## src/rtl/sync_fifo_param_if.sv

```systemverilog
// Handshake and status bundle between a producer/consumer and sync_fifo_param.
// The count width tracks DEPTH so that both sides agree on it.
interface sync_fifo_param_if #(
    parameter int unsigned WIDTH = 8,
    parameter int unsigned DEPTH = 8
);
    localparam int unsigned CW = $clog2(DEPTH + 1);

    logic             wr;
    logic [WIDTH-1:0] din;
    logic             rd;
    logic             clr_err;
    logic [WIDTH-1:0] dout;
    logic             rd_valid;
    logic             empty;
    logic             full;
    logic             almost_empty;
    logic             almost_full;
    logic [CW-1:0]    count;
    logic             overflow;
    logic             underflow;

    modport master (
        output wr, din, rd, clr_err,
        input  dout, rd_valid, empty, full, almost_empty, almost_full,
               count, overflow, underflow
    );

    modport slave (
        input  wr, din, rd, clr_err,
        output dout, rd_valid, empty, full, almost_empty, almost_full,
               count, overflow, underflow
    );
endinterface

```

## src/rtl/sync_fifo_param.sv

```systemverilog
// Parametrised single-clock FIFO with occupancy count, almost thresholds,
// registered read data with valid strobe and sticky overflow/underflow flags.
module sync_fifo_param #(
    parameter int unsigned WIDTH    = 8,
    parameter int unsigned DEPTH    = 8,
    parameter int unsigned AF_LEVEL = DEPTH - 2,
    parameter int unsigned AE_LEVEL = 1
) (
    input logic              clk,
    input logic              rst_n,
    sync_fifo_param_if.slave bus
);
    localparam int unsigned   CW       = $clog2(DEPTH + 1);
    localparam int unsigned   PW       = $clog2(DEPTH);
    localparam logic [CW-1:0] FULL_CNT = CW'(DEPTH);
    localparam logic [PW-1:0] LAST_PTR = PW'(DEPTH - 1);

    logic [WIDTH-1:0] mem [DEPTH];
    logic [PW-1:0]    wp;
    logic [PW-1:0]    rp;
    logic [CW-1:0]    cnt;
    logic [WIDTH-1:0] dout_q;
    logic             rd_valid_q;
    logic             overflow_q;
    logic             underflow_q;
    logic             rd_ok;
    logic             wr_ok;

    // Pointers wrap explicitly so DEPTH need not be a power of two.
    function automatic logic [PW-1:0] ptr_next(input logic [PW-1:0] p);
        return (p == LAST_PTR) ? '0 : p + PW'(1);
    endfunction

    // A full FIFO still takes a write when a read frees a slot in the same cycle.
    always_comb begin
        rd_ok = bus.rd && (cnt != '0);
        wr_ok = bus.wr && ((cnt != FULL_CNT) || rd_ok);
    end

    always_ff @(posedge clk) begin
        if (rst_n && wr_ok) begin
            mem[wp] <= bus.din;
        end
    end

    always_ff @(posedge clk) begin
        if (!rst_n) begin
            wp          <= '0;
            rp          <= '0;
            cnt         <= '0;
            dout_q      <= '0;
            rd_valid_q  <= 1'b0;
            overflow_q  <= 1'b0;
            underflow_q <= 1'b0;
        end else begin
            if (wr_ok) begin
                wp <= ptr_next(wp);
            end
            if (rd_ok) begin
                dout_q <= mem[rp];
                rp     <= ptr_next(rp);
            end
            rd_valid_q <= rd_ok;
            if (wr_ok && !rd_ok) begin
                cnt <= cnt + CW'(1);
            end else if (rd_ok && !wr_ok) begin
                cnt <= cnt - CW'(1);
            end
            // A new error outranks a coincident clear.
            overflow_q  <= (overflow_q && !bus.clr_err) || (bus.wr && !wr_ok);
            underflow_q <= (underflow_q && !bus.clr_err) || (bus.rd && !rd_ok);
        end
    end

    assign bus.dout         = dout_q;
    assign bus.rd_valid     = rd_valid_q;
    assign bus.count        = cnt;
    assign bus.empty        = (cnt == '0);
    assign bus.full         = (cnt == FULL_CNT);
    assign bus.almost_empty = (cnt <= CW'(AE_LEVEL));
    assign bus.almost_full  = (cnt >= CW'(AF_LEVEL));
    assign bus.overflow     = overflow_q;
    assign bus.underflow    = underflow_q;
endmodule

```

## src/flat_wrapper.sv

```systemverilog
// flat-port wrapper written by rule: the top's interface ports become plain ports
module sync_fifo_param_flat 
#(
    parameter int unsigned WIDTH    = 8,
    parameter int unsigned DEPTH    = 8,
    parameter int unsigned AF_LEVEL = DEPTH - 2,
    parameter int unsigned AE_LEVEL = 1
)
  (clk, rst_n, bus_wr, bus_din, bus_rd, bus_clr_err, bus_dout, bus_rd_valid, bus_empty, bus_full, bus_almost_empty, bus_almost_full, bus_count, bus_overflow, bus_underflow);
  sync_fifo_param_if #(.WIDTH(WIDTH), .DEPTH(DEPTH)) bus_i ();
  input logic clk;
  input logic rst_n;
  input wire logic [$bits(bus_i.wr)-1:0] bus_wr;
  input wire logic [$bits(bus_i.din)-1:0] bus_din;
  input wire logic [$bits(bus_i.rd)-1:0] bus_rd;
  input wire logic [$bits(bus_i.clr_err)-1:0] bus_clr_err;
  output wire logic [$bits(bus_i.dout)-1:0] bus_dout;
  output wire logic [$bits(bus_i.rd_valid)-1:0] bus_rd_valid;
  output wire logic [$bits(bus_i.empty)-1:0] bus_empty;
  output wire logic [$bits(bus_i.full)-1:0] bus_full;
  output wire logic [$bits(bus_i.almost_empty)-1:0] bus_almost_empty;
  output wire logic [$bits(bus_i.almost_full)-1:0] bus_almost_full;
  output wire logic [$bits(bus_i.count)-1:0] bus_count;
  output wire logic [$bits(bus_i.overflow)-1:0] bus_overflow;
  output wire logic [$bits(bus_i.underflow)-1:0] bus_underflow;
  assign bus_i.wr = bus_wr;
  assign bus_i.din = bus_din;
  assign bus_i.rd = bus_rd;
  assign bus_i.clr_err = bus_clr_err;
  assign bus_dout = bus_i.dout;
  assign bus_rd_valid = bus_i.rd_valid;
  assign bus_empty = bus_i.empty;
  assign bus_full = bus_i.full;
  assign bus_almost_empty = bus_i.almost_empty;
  assign bus_almost_full = bus_i.almost_full;
  assign bus_count = bus_i.count;
  assign bus_overflow = bus_i.overflow;
  assign bus_underflow = bus_i.underflow;
  sync_fifo_param #(.WIDTH(WIDTH), .DEPTH(DEPTH), .AF_LEVEL(AF_LEVEL), .AE_LEVEL(AE_LEVEL)) u_core (.clk(clk), .rst_n(rst_n), .bus(bus_i));
endmodule
```

## config.mk

```make
export PLATFORM = sky130hd
export DESIGN_NAME = sync_fifo_param_flat
export DESIGN_NICKNAME = d
export VERILOG_FILES = /design/src/rtl/sync_fifo_param_if.sv /design/src/rtl/sync_fifo_param.sv /design/src/flat_wrapper.sv
export SDC_FILE = /design/constraint.sdc
export NUM_CORES = 1
export LEC_CHECK = 0
export CAP_MARGIN = 20
export CORE_UTILIZATION = 30
export CTS_BUF_LIST = sky130_fd_sc_hd__clkbuf_16
export CTS_CLUSTER_SIZE = 28
export DETAILED_ROUTE_END_ITERATION = 10
export PLACE_DENSITY = 0.53
export SETUP_SLACK_MARGIN = 0.02
export SYNTH_ARGS = -nofsm -noshare
export SYNTH_HDL_FRONTEND = slang
export SYNTH_SLANG_ARGS = --single-unit
```

## constraint.sdc

```tcl
create_clock -name clk -period 2.7 [get_ports clk]
set_input_delay 0.675 -clock clk [delete_from_list [all_inputs] [get_ports clk]]
set_output_delay 0.675 -clock clk [all_outputs]
set_load 0.005 [all_outputs]
```

Yosys cells after proc, flatten, opt, wreduce, memory -nomap -nowiden --
Memories as Yosys holds them, arrays and structs flattened. A register that Yosys moved wholly into a read port is not among the register bits. Index checks and enable logic that the tools add are counted.
Operators by class: reductions and logical operators 19, equality and inequality tests 4, $lt $le $gt $ge 2, mux-type cells 6, add/subtract/negate cells 4
Operators with widths (count):
- $logic_and 1x1->1 | 9
- $mux 4 | 2
- $add 3x1->3 const B | 2
- $eq 3x3->1 const B | 2
- $mux 3 | 2
- $add 4x1->4 const B | 1
- $eq 4x4->1 const B | 1
- $ge 4x3->1 const B | 1
- $le 4x1->1 const B | 1
- $logic_not 1->1 | 4
- $logic_not 4->1 | 1
- $ne 4x4->1 const B | 1
- $reduce_bool 4->1 | 1
- $sub 4x1->4 const B | 1
- $logic_or 1x1->1 | 3
- $mux 1 | 2
- $reduce_bool 2->1 | 1
Word-level totals: bits in writable memories 64, memories 1, register bits 13, output and inout port bits 19, bits of input ports 13
Memories:
- u_core.mem | words 8, width 8, rd ports 1, clocked after memory_dff 1, write ports 1, line sync_fifo_param.sv:18 | logic [WIDTH-1:0] mem [DEPTH];

Logic depth before layout (Yosys ltp) --
depth after elaboration 8, gate-level depth with buffers 10, gate-level depth less buffers 10

Least setup slack after synthesis --
Ideal clock, no wire load.
path type reg2reg, from register u_core.cnt[0] (netlist: u_core.bus.count[0]), to memory u_core.mem[0][0], enable pin, path slack 397 ps, arrival time 1920 ps, stages on the path, launching flop included 7, period minus slack after synthesis 2303 ps, cell sequence dfxtp_1 > inv_1 > ha_1 > nand3b_1 > o21ai_1 > or3_1 > nor3_1
Between the ends: longest elaborated chain between the ends 7
Ends and longest elaborated chain:
- start, declared | line sync_fifo_param.sv:21 | logic [CW-1:0] cnt;
- start signal, assigned | line sync_fifo_param.sv:65 | cnt <= cnt + CW'(1);
- start signal, assigned | line sync_fifo_param.sv:67 | cnt <= cnt - CW'(1);
- $reduce_bool 4->1 | line sync_fifo_param.sv:36 | rd_ok = bus.rd && (cnt != '0);
- $logic_and 1x1->1 | line sync_fifo_param.sv:36
- $logic_or 1x1->1 * | line sync_fifo_param.sv:37 | wr_ok = bus.wr && ((cnt != FULL_CNT) || rd_ok);
- $logic_and 1x1->1 * | line sync_fifo_param.sv:37
- $logic_and 1x1->1 * | line sync_fifo_param.sv:41 | if (rst_n && wr_ok) begin
- $mux 1 * | line sync_fifo_param.sv:41
- $mux 1 (not written as such) * | line sync_fifo_param.sv:42 | mem[wp] <= bus.din;
- end, declared | line sync_fifo_param.sv:18
Mark *: on every way between the ends. The rest lies on a longest branch, timed or not.

Worst setup path in the final report --
from register u_core.cnt[0] (netlist: u_core.bus.count[0]), to output port bus_empty
Between the ends: longest elaborated chain between the ends 1
Ends and longest elaborated chain:
- $logic_not 4->1 | line sync_fifo_param.sv:78 | assign bus.empty = (cnt == '0);
- end, declared | line flat_wrapper.sv:19 | output wire logic [$bits(bus_i.empty)-1:0] bus_empty;
No other way between the ends.

==> metrics.yaml <==
power:
  leakage_uw: 0.001494
  p_per_area_nw_per_um2: 880.6
  vdd_drop_max_mv: 0.3063
layout:
  drive_gt1_share_pct: 13.40
  syn_to_final_growth_pct: 25.45
  multiInputGateArea_sq_um: 1015
  fin_nets: 309
  num_antenna_cells: 0
  fillCellCount: 1025
  ff_latch_area_sq_um: 2344
floorplanning:
  core_sq_um: 10980
  dieArea_sq_um: 11850
  boundaryPins: 32
  rows: 38
  initial_utilization_pct: 31.20
  die_h_um: 108.9
  die_w_um: 108.9
routing:
  drt_iter0_drc: 124
  vias: 2042
  postRouteAntennaNets: 0
  wirelength_um: 7102
  routed_via_density: 4.738
  avgRoutedWirePerCell_um: 16.48
  drt_pass1_iterations: 4
  drc: 0
cts:
  clockRootBuffer: "clkbuf_16"
  clk_pin_slew_ps: 60
  clock-sinks: 85
  clock_latency_ps: 340
  clk_path_buf_depth: 2
  htree_levels: 3
  cts_buffers: 9
  cts_tree: "built"
global_routing:
  antenna_found_initial: 0
  grt-ovfl-total: 0
  grt_pass1_vias: 1986
  grt_use_total_pct: 12.89
  grt_max_degree: 17
  grt_pass1_wl_um: 10870
status:
  status: "complete, no violations"
min_path:
  hp-class: "reg -> reg"
placement:
  dp_slack_ps: 150.6
  hpwl_um: 4637
  place.gp.congestion: 0.6958
  io_buffer_count: 31
synth:
  synth_cell_type_count: 30
  synth_top_area_share_pct: 56.08
  syn_area_per_cell_sq_um: 14.65
  synth_ff_type: "edfxtp_1"
  ys_warn_count: 0
  synth-seq-cells: 85
  synth_area_leader_cell: "edfxtp_1"
  synth-seq-area-share_pct: 68.35
  yosysMostFrequentCell: "edfxtp_1"
  synthCells: 234
  async_flop_share_pct: 0
  yosys-top-cells-count: "edfxtp_1, mux2i_1, dfxtp_1"
  syn_area_sq_um: 3427
  netlist_top_cells_area: "edfxtp_1, dfxtp_1, mux2i_1"
  syn-num-nets: 257
  synth_edf_count: 64
setup_path:
  worst_setup_path_start_kind: "flip-flop"
  path_class: "reg -> out"
  worst_setup_path_end_kind: "primary output"
  arrival_ps: 1840
  crit_required_ps: 2030
  crit_path_max_fanout: 7
timing:
  hold_violations: 0
  worst_slack_ps: 182.2
  rsz0062_at_grt: "false"
  fin_crit_sh_pct: 93.25
  period_minus_slack_ps: 2518
  clock_skew_ps: 11.02
  setup_violations: 0
  slew-limit-headroom_pct: 40.95
  tns_ps: 0
  maxSlewViolCount: 0
  worst_pin_slew_ps: 884.0
  fmax_mhz: 397.2
run:
  drv_cap: 0
-- stage by stage --
step                area (sq um)  hold WS (ps)  instances  util [%]  total power, uW
floorplan                   3427         450.3        234         -             2222
global placement            4010         457.1        415     36.51             2636
detailed placement          4010         457.9        415     36.51             2656
CTS                         4293         472.7        431     39.09             3818
global route                4299         488.5        431     39.14             3988
finish                      4299         466.7        431     39.14             3786
-- report_power, final --
part           internal, uW  switching (uW)
Sequential             1510             136
Clock                   636             524
Combinational           550             430
Total                  2700            1090
-- final timing paths --
kind,start,end,slack [ps],cells after the start
setup / recovery,u_core.bus.count[0],bus_empty,180,4
hold / removal,u_core.bus.dout[1],u_core.bus.dout[1],470,1
setup reg to reg,u_core.bus.count[0],u_core.bus.count[3],420,9
hold reg to reg,u_core.bus.dout[1],u_core.bus.dout[1],470,1
-- registers in the layout, summed over array words and instances (netlist names) --
name                  count
u_core.bus.dout           8
u_core.bus.underflow      1
u_core.wp                 3
u_core.bus.rd_valid       1
u_core.rp                 3
u_core.mem               64
u_core.bus.count          4
u_core.bus.overflow       1
-- placed cells by master (no fill, tap or decap), types with 3 or more instances in the layout --
master / count
a21oi_1: 10
a22oi_1: 16
a32o_1: 7
buf_4: 20
clkbuf_16: 9
clkdlybuf4s50_1: 31
dfxtp_1: 20
edfxtp_1: 64
ha_1: 10
inv_1: 6
mux2i_1: 34
nand2_1: 9
nand2b_1: 5
nand3_1: 4
nor2_1: 14
nor2b_1: 3
nor3_1: 3
or3_1: 4
-- final cells by class --
class	count	share of cell area (%)
clock buffer	9	5.239
clock inverter	7	1.339
inverter	6	0.5239
multi-input combinational	133	23.60
sequential	85	54.51
tap	140	4.075
timing repair buffer	51	10.71
-- what timing repair did --
item	in CTS	in global routing
hold buffers	0	0
gates resized for setup	0	1
setup endpoints to repair	0	1
setup buffers	0	0
-- metal layers --
layer	part of all wire (%)	global-route usage [%]	vias up
met5	0	0	-
met4	1.0	4.344	0
met3	4.1	3.527	4
met2	50	21.52	34
met1	44	16.02	1012
li1	-	-	992
-- critical path: stages, from the launching register on --
cell and delay [ps]:
dfxtp_1 390, inv_1 140, ha_1 180, nor3b_4 260, clkdlybuf4s50_1 540
-- cell families after synthesis --
group	Yosys count	share of synthesized area [%]
simple gates	50	7.630
compound gates	36	7.448
buf+inv	16	2.227
flops	85	68.35
mux	34	9.931
xor+xnor	3	0.7668
fa+ha+maj	10	3.651
Power figures use the tool's default switching activity.
